==> src/rtl/jk_pkg.sv <==
// Shared types for the JK command sequencer: JK op encoding, sequencer
// states and a next-state helper that mirrors the downstream JK flip-flop.
// The helper is only used when JK_PRED_EN is defined.
package jk_pkg;

  typedef enum logic [1:0] {
    JK_HOLD   = 2'b00,
    JK_RESET  = 2'b01,
    JK_SET    = 2'b10,
    JK_TOGGLE = 2'b11
  } jk_op_t;

  typedef enum logic {
    IDLE  = 1'b0,
    ISSUE = 1'b1
  } seq_state_t;

  // Next Q of a JK flip-flop given current Q and the J/K it samples.
  function automatic logic jk_next_q(input logic q, input logic j, input logic k);
    case ({j, k})
      2'b00:   return q;
      2'b01:   return 1'b0;
      2'b10:   return 1'b1;
      default: return ~q;
    endcase
  endfunction

endpackage

==> src/rtl/jk_cmd_fifo.sv <==
// Circular command buffer with wrap-around pointers. A push is refused when
// full and a pop when empty; a simultaneous push and pop leaves the count
// unchanged. Storage is not reset: clearing the pointers discards entries.
module jk_cmd_fifo #(
  parameter int DEPTH = 4,
  parameter int W     = 6
) (
  input  logic                   clk,
  input  logic                   rst,
  input  logic                   push_i,
  input  logic                   pop_i,
  input  logic [W-1:0]           din_i,
  output logic [W-1:0]           dout_o,
  output logic                   full_o,
  output logic                   empty_o,
  output logic [$clog2(DEPTH):0] count_o
);

  localparam int AW = $clog2(DEPTH);

  logic [W-1:0]  mem_q [DEPTH];
  logic [AW-1:0] wr_ptr_q;
  logic [AW-1:0] rd_ptr_q;
  logic [AW:0]   count_q;
  logic          do_push;
  logic          do_pop;

  assign full_o  = (count_q == (AW+1)'(DEPTH));
  assign empty_o = (count_q == '0);
  assign count_o = count_q;
  assign dout_o  = mem_q[rd_ptr_q];
  assign do_push = push_i && !full_o;
  assign do_pop  = pop_i && !empty_o;

  // Write the accepted entry at the tail.
  always_ff @(posedge clk) begin
    if (do_push) mem_q[wr_ptr_q] <= din_i;
  end

  // Pointers and occupancy; power-of-2 depth lets the pointers wrap naturally.
  always_ff @(posedge clk or posedge rst) begin
    if (rst) begin
      wr_ptr_q <= '0;
      rd_ptr_q <= '0;
      count_q  <= '0;
    end else begin
      if (do_push) wr_ptr_q <= wr_ptr_q + 1'b1;
      if (do_pop)  rd_ptr_q <= rd_ptr_q + 1'b1;
      case ({do_push, do_pop})
        2'b10:   count_q <= count_q + 1'b1;
        2'b01:   count_q <= count_q - 1'b1;
        default: count_q <= count_q;
      endcase
    end
  end

endmodule

==> src/rtl/jk_cmd_sequencer.sv <==
// Buffers JK commands (op + repeat count) and plays each one onto registered
// J/K outputs for rpt+1 cycles, back-to-back with no bubbles, idling at HOLD.
// Optional macro JK_PRED_EN adds q_pred, a model of the downstream flip-flop.
module jk_cmd_sequencer
  import jk_pkg::*;
#(
  parameter int DEPTH = 4,
  parameter int CNT_W = 4
) (
  input  logic                   clk,
  input  logic                   rst,
  input  logic                   cmd_valid,
  input  logic [1:0]             cmd_op,
  input  logic [CNT_W-1:0]       cmd_rpt,
  output logic                   cmd_ready,
  output logic                   J,
  output logic                   K,
  output logic                   cmd_last,
  output logic                   busy,
`ifdef JK_PRED_EN
  output logic                   q_pred,
`endif
  output logic [$clog2(DEPTH):0] fifo_count
);

  typedef struct packed {
    jk_op_t           op;
    logic [CNT_W-1:0] rpt;
  } cmd_t;

  localparam int CMD_W = $bits(cmd_t);

  cmd_t             push_cmd;
  cmd_t             head_cmd;
  logic [CMD_W-1:0] head_bits;
  logic             fifo_full;
  logic             fifo_empty;
  logic             pop;

  seq_state_t       state_q;
  logic [CNT_W-1:0] cnt_q;
  logic             j_q;
  logic             k_q;

  assign push_cmd = '{op: jk_op_t'(cmd_op), rpt: cmd_rpt};
  assign head_cmd = cmd_t'(head_bits);

  // Pop whenever the issue slot frees up: idle, or on the final cycle of a command.
  assign pop = !fifo_empty && ((state_q == IDLE) || (cnt_q == '0));

  jk_cmd_fifo #(
    .DEPTH (DEPTH),
    .W     (CMD_W)
  ) u_fifo (
    .clk     (clk),
    .rst     (rst),
    .push_i  (cmd_valid),
    .pop_i   (pop),
    .din_i   (push_cmd),
    .dout_o  (head_bits),
    .full_o  (fifo_full),
    .empty_o (fifo_empty),
    .count_o (fifo_count)
  );

  assign cmd_ready = !fifo_full;
  assign busy      = (state_q == ISSUE) || !fifo_empty;
  assign cmd_last  = (state_q == ISSUE) && (cnt_q == '0);
  assign J         = j_q;
  assign K         = k_q;

  // Issue FSM: load head into J/K and the repeat counter, count down, chain or idle.
  always_ff @(posedge clk or posedge rst) begin
    if (rst) begin
      state_q <= IDLE;
      cnt_q   <= '0;
      j_q     <= 1'b0;
      k_q     <= 1'b0;
    end else begin
      case (state_q)
        IDLE: begin
          if (pop) begin
            {j_q, k_q} <= head_cmd.op;
            cnt_q      <= head_cmd.rpt;
            state_q    <= ISSUE;
          end
        end
        ISSUE: begin
          if (cnt_q != '0) begin
            cnt_q <= cnt_q - 1'b1;
          end else if (pop) begin
            {j_q, k_q} <= head_cmd.op;
            cnt_q      <= head_cmd.rpt;
          end else begin
            j_q     <= 1'b0;
            k_q     <= 1'b0;
            state_q <= IDLE;
          end
        end
        default: state_q <= IDLE;
      endcase
    end
  end

`ifdef JK_PRED_EN
  logic q_pred_q;

  // Track the downstream flip-flop from the same registered J/K it samples.
  always_ff @(posedge clk or posedge rst) begin
    if (rst) q_pred_q <= 1'b0;
    else     q_pred_q <= jk_next_q(q_pred_q, j_q, k_q);
  end

  assign q_pred = q_pred_q;
`endif

endmodule

==> config.mk <==
export PLATFORM = sky130hd
export DESIGN_NAME = jk_cmd_sequencer
export DESIGN_NICKNAME = d
export VERILOG_FILES = /design/src/rtl/jk_pkg.sv /design/src/rtl/jk_cmd_fifo.sv /design/src/rtl/jk_cmd_sequencer.sv
export SDC_FILE = /design/constraint.sdc
export NUM_CORES = 1
export LEC_CHECK = 0
export CORE_MARGIN = 2
export CORE_UTILIZATION = 55
export DETAILED_ROUTE_END_ITERATION = 8
export PLACE_DENSITY_LB_ADDON = 0.2
export SLEW_MARGIN = 0
export SYNTH_ARGS = -nofsm -noshare
export SYNTH_HDL_FRONTEND = slang
export SYNTH_SLANG_ARGS = --single-unit
==> constraint.sdc <==
create_clock -name clk -period 2.85 [get_ports clk]
set_clock_uncertainty 0.05 [all_clocks]
set_input_delay 0.285 -clock clk [delete_from_list [all_inputs] [get_ports clk]]
set_output_delay 0.285 -clock clk [all_outputs]
set_load 0.01 [all_outputs]
==> metrics.txt <==
Starting Density=56.81%; CTS buffer count=5; Worst Hold Class=input pin to async pin; simple-gate share of the synthesized area=7.840%; multiplexer area fraction after synthesis=10.72%; IO Count=17; CP Cell Sequence=inv_1 -> ha_1 -> or3b_4 -> a21oi_2 -> ha_1 -> fa_1 -> mux2_2; Synth Area in XOR/XNOR=3.107%; Setup Viol. Count Final=0; Longest Clk Path Bufs=2; Post-Synth Adder-Cell Area=5.621%; global-route wire length before repair=4429 um; commonest non-fill, non-tap cell in the layout=edfxtp_1; Power Dens Cells=982.5 nW/um^2; Slew HR=57.65%; Data required, critical path=3.03 ns; Starting DRT DRC Count=37; Avg Inst Size Synth=15.81 um^2; DRC=0; final core utilization=64.41%; main combinational cell family by area after synthesis=multiplexers; Buf/Inv on CP=1; largest net degree at the start of global routing=15; reg2reg start=cnt_q[0]$_DFF_PP0_; primary flip-flop cell chosen by synthesis mapping=edfxtp_1; CP peak stage delay=0.43 ns; initial antenna violation count=0; Leak Pwr=0.0007345 uW; Async SR Flop Fraction=36.84%; Row Count=20; Die Y=59.46 um; fillers=223; synth warn=0; most used cell, CP=ha_1; slowest CP cell=dfrtp_1; EDFF count, synth=24; commonest cells after routing, fill and taps aside=edfxtp_1, clkdlybuf4s50_1, dfrtp_1; H-Tree Depth=2; worst-margin pin slew=0.6295 ns; ANT cells=0; CP max FO=5; cell count of the worst reg-to-reg path=7; total setup buffers inserted after CTS=0; sequential area share after synthesis=63.31%; Netlist cell types=35; final WL=2685 um; Final Hold Vio Count=0; Mapped Nets=123; Routed Antenna Nets=0; Reg-to-Reg End=u_fifo.count_o[1]$_DFFE_PP0P_; Post-DP HPWL=1960 um; vias per cell=5.868; Yosys top cell by area=edfxtp_1; share of cells above drive strength 1=18.25%; Fin Setup TNS=0 ns; total clock sinks=38; Cells after Synth=107; post-DR wirelength/cell=16.89 um; minimum clock period=2.464 ns; Placer Congestion=0.8114; largest cells by area after synthesis=edfxtp_1, dfrtp_1, mux4_2; first-pass iteration count of the detailed router=4; GRT Util Overall=18.53%; Max Fclk=0.4059 GHz; Root Buffer=clkbuf_4; Setup CP Type=flop to flop; PostCTS Resize Cnt=0; VDD IR-drop max=420.6 uV; vias=933; outcome=finished, final reports clean; CTS tree=done; Final Cycle Share=86.44%; RSZ-0062 raised after global routing=false; Nets=142; #FFs+latches synth=38; CTS Hold Bufs=0; CP endpoint kind=flop; synthesized area=1692 um^2; later-pin clock latency in the skew report=0.33 ns; grt ovf=0; vias in the first global route=942; Die X=59.46 um; core footprint=2978 um^2; reg2reg setup slack=0.39 ns; die area=3535 um^2; Final Max Tran Viols=0; CP startpoint kind=flop; port bufs=16; crit-path leading delay family=adder cells; synthesis-to-layout area growth=13.39%; number of max-cap violations=0; area fraction of the dominant cell type after synthesis=42.60%; Arrival @ worst endpoint=2.64 ns; Synth Area in Compound Gates=6.435%; Clk pin slew, worst setup/hold paths=0.10 ns
sequential cells by signal, indices dropped and copies added (netlist names):
signal,count
J,1
K,1
cnt_q,4
state_q,1
u_fifo.count_o,3
u_fifo.mem_q,24
u_fifo.rd_ptr_q,2
u_fifo.wr_ptr_q,2
synthesized netlist by cell type, types with 4 or more instances:
| library cell | instances |
|---|---|
| and3_2 | 4 |
| dfrtp_1 | 14 |
| edfxtp_1 | 24 |
| ha_1 | 6 |
| inv_1 | 8 |
| mux4_2 | 6 |
| o211ai_1 | 4 |
| xnor2_1 | 4 |
logic make-up after synthesis:
kind of cell,count (synthesis)
and+or+nand+nor,20
DFF,38
buffers and inverters,12
xor gates and xnor gates,6
AOI/OAI and AO/OA,14
adders and majority gates,7
muxes,10
per-stage QoR:
stage / power (uW) / cells / setup WS, ns / hold slack, ns / cell area [um^2]
2_1_floorplan: 1431 / 107 / 0.5500 / 0.1242 / 1692
3_3_place_gp: 1632 / 152 / 0.4836 / 0.4531 / 1873
3_5_place_dp: 1664 / 152 / 0.4056 / 0.4463 / 1873
4_1_cts: 1916 / 159 / 0.3777 / 0.2494 / 1918
5_1_grt: 2028 / 159 / 0.2244 / 0.2970 / 1918
6_report: 1885 / 159 / 0.3864 / 0.2328 / 1918
how the worst max path moves through the flow:
stage / startpoint / to / slack, ns / cells past startpoint
global placement: cnt_q[0]$_DFF_PP0_ / u_fifo.count_o[1]$_DFFE_PP0P_ / 0.48 / 7
finish: cnt_q[0]$_DFF_PP0_ / u_fifo.count_o[1]$_DFFE_PP0P_ / 0.39 / 7
global route: cnt_q[0]$_DFF_PP0_ / u_fifo.count_o[1]$_DFFE_PP0P_ / 0.22 / 7
detailed placement: cnt_q[0]$_DFF_PP0_ / u_fifo.count_o[1]$_DFFE_PP0P_ / 0.41 / 7
CTS: cnt_q[0]$_DFF_PP0_ / u_fifo.count_o[1]$_DFFE_PP0P_ / 0.38 / 7
floorplan: cnt_q[0]$_DFF_PP0_ / u_fifo.count_o[1]$_DFFE_PP0P_ / 0.55 / 7
power by group:
part	switching, uW	leakage [uW]	internal (uW)
Sequential	169	0.000383	762
Combinational	298	0.000326	405
Clock	158	0.0000254	93.0
per-layer routing:
| layer | share of wire, % | global-route usage (%) | up-vias |
|---|---|---|---|
| met2 | 49 | 27.16 | 20 |
| met1 | 43 | 23.04 | 467 |
| met4 | 2.3 | 10.71 | 0 |
| met3 | 5.1 | 7.642 | 5 |
| met5 | 0 | 0 | - |
| li1 | - | - | 441 |
final cells by class:
cell class	count	area (um^2)	share of cell area, %
flip-flops and latches	38	1071	55.84
well taps	33	41.29	2.153
multi-input cells	57	570.5	29.75
repair buffers	16	160.2	8.350
clock buffers	7	45.04	2.348
inverters	8	30.03	1.566
(Power assumes the default switching activity.)
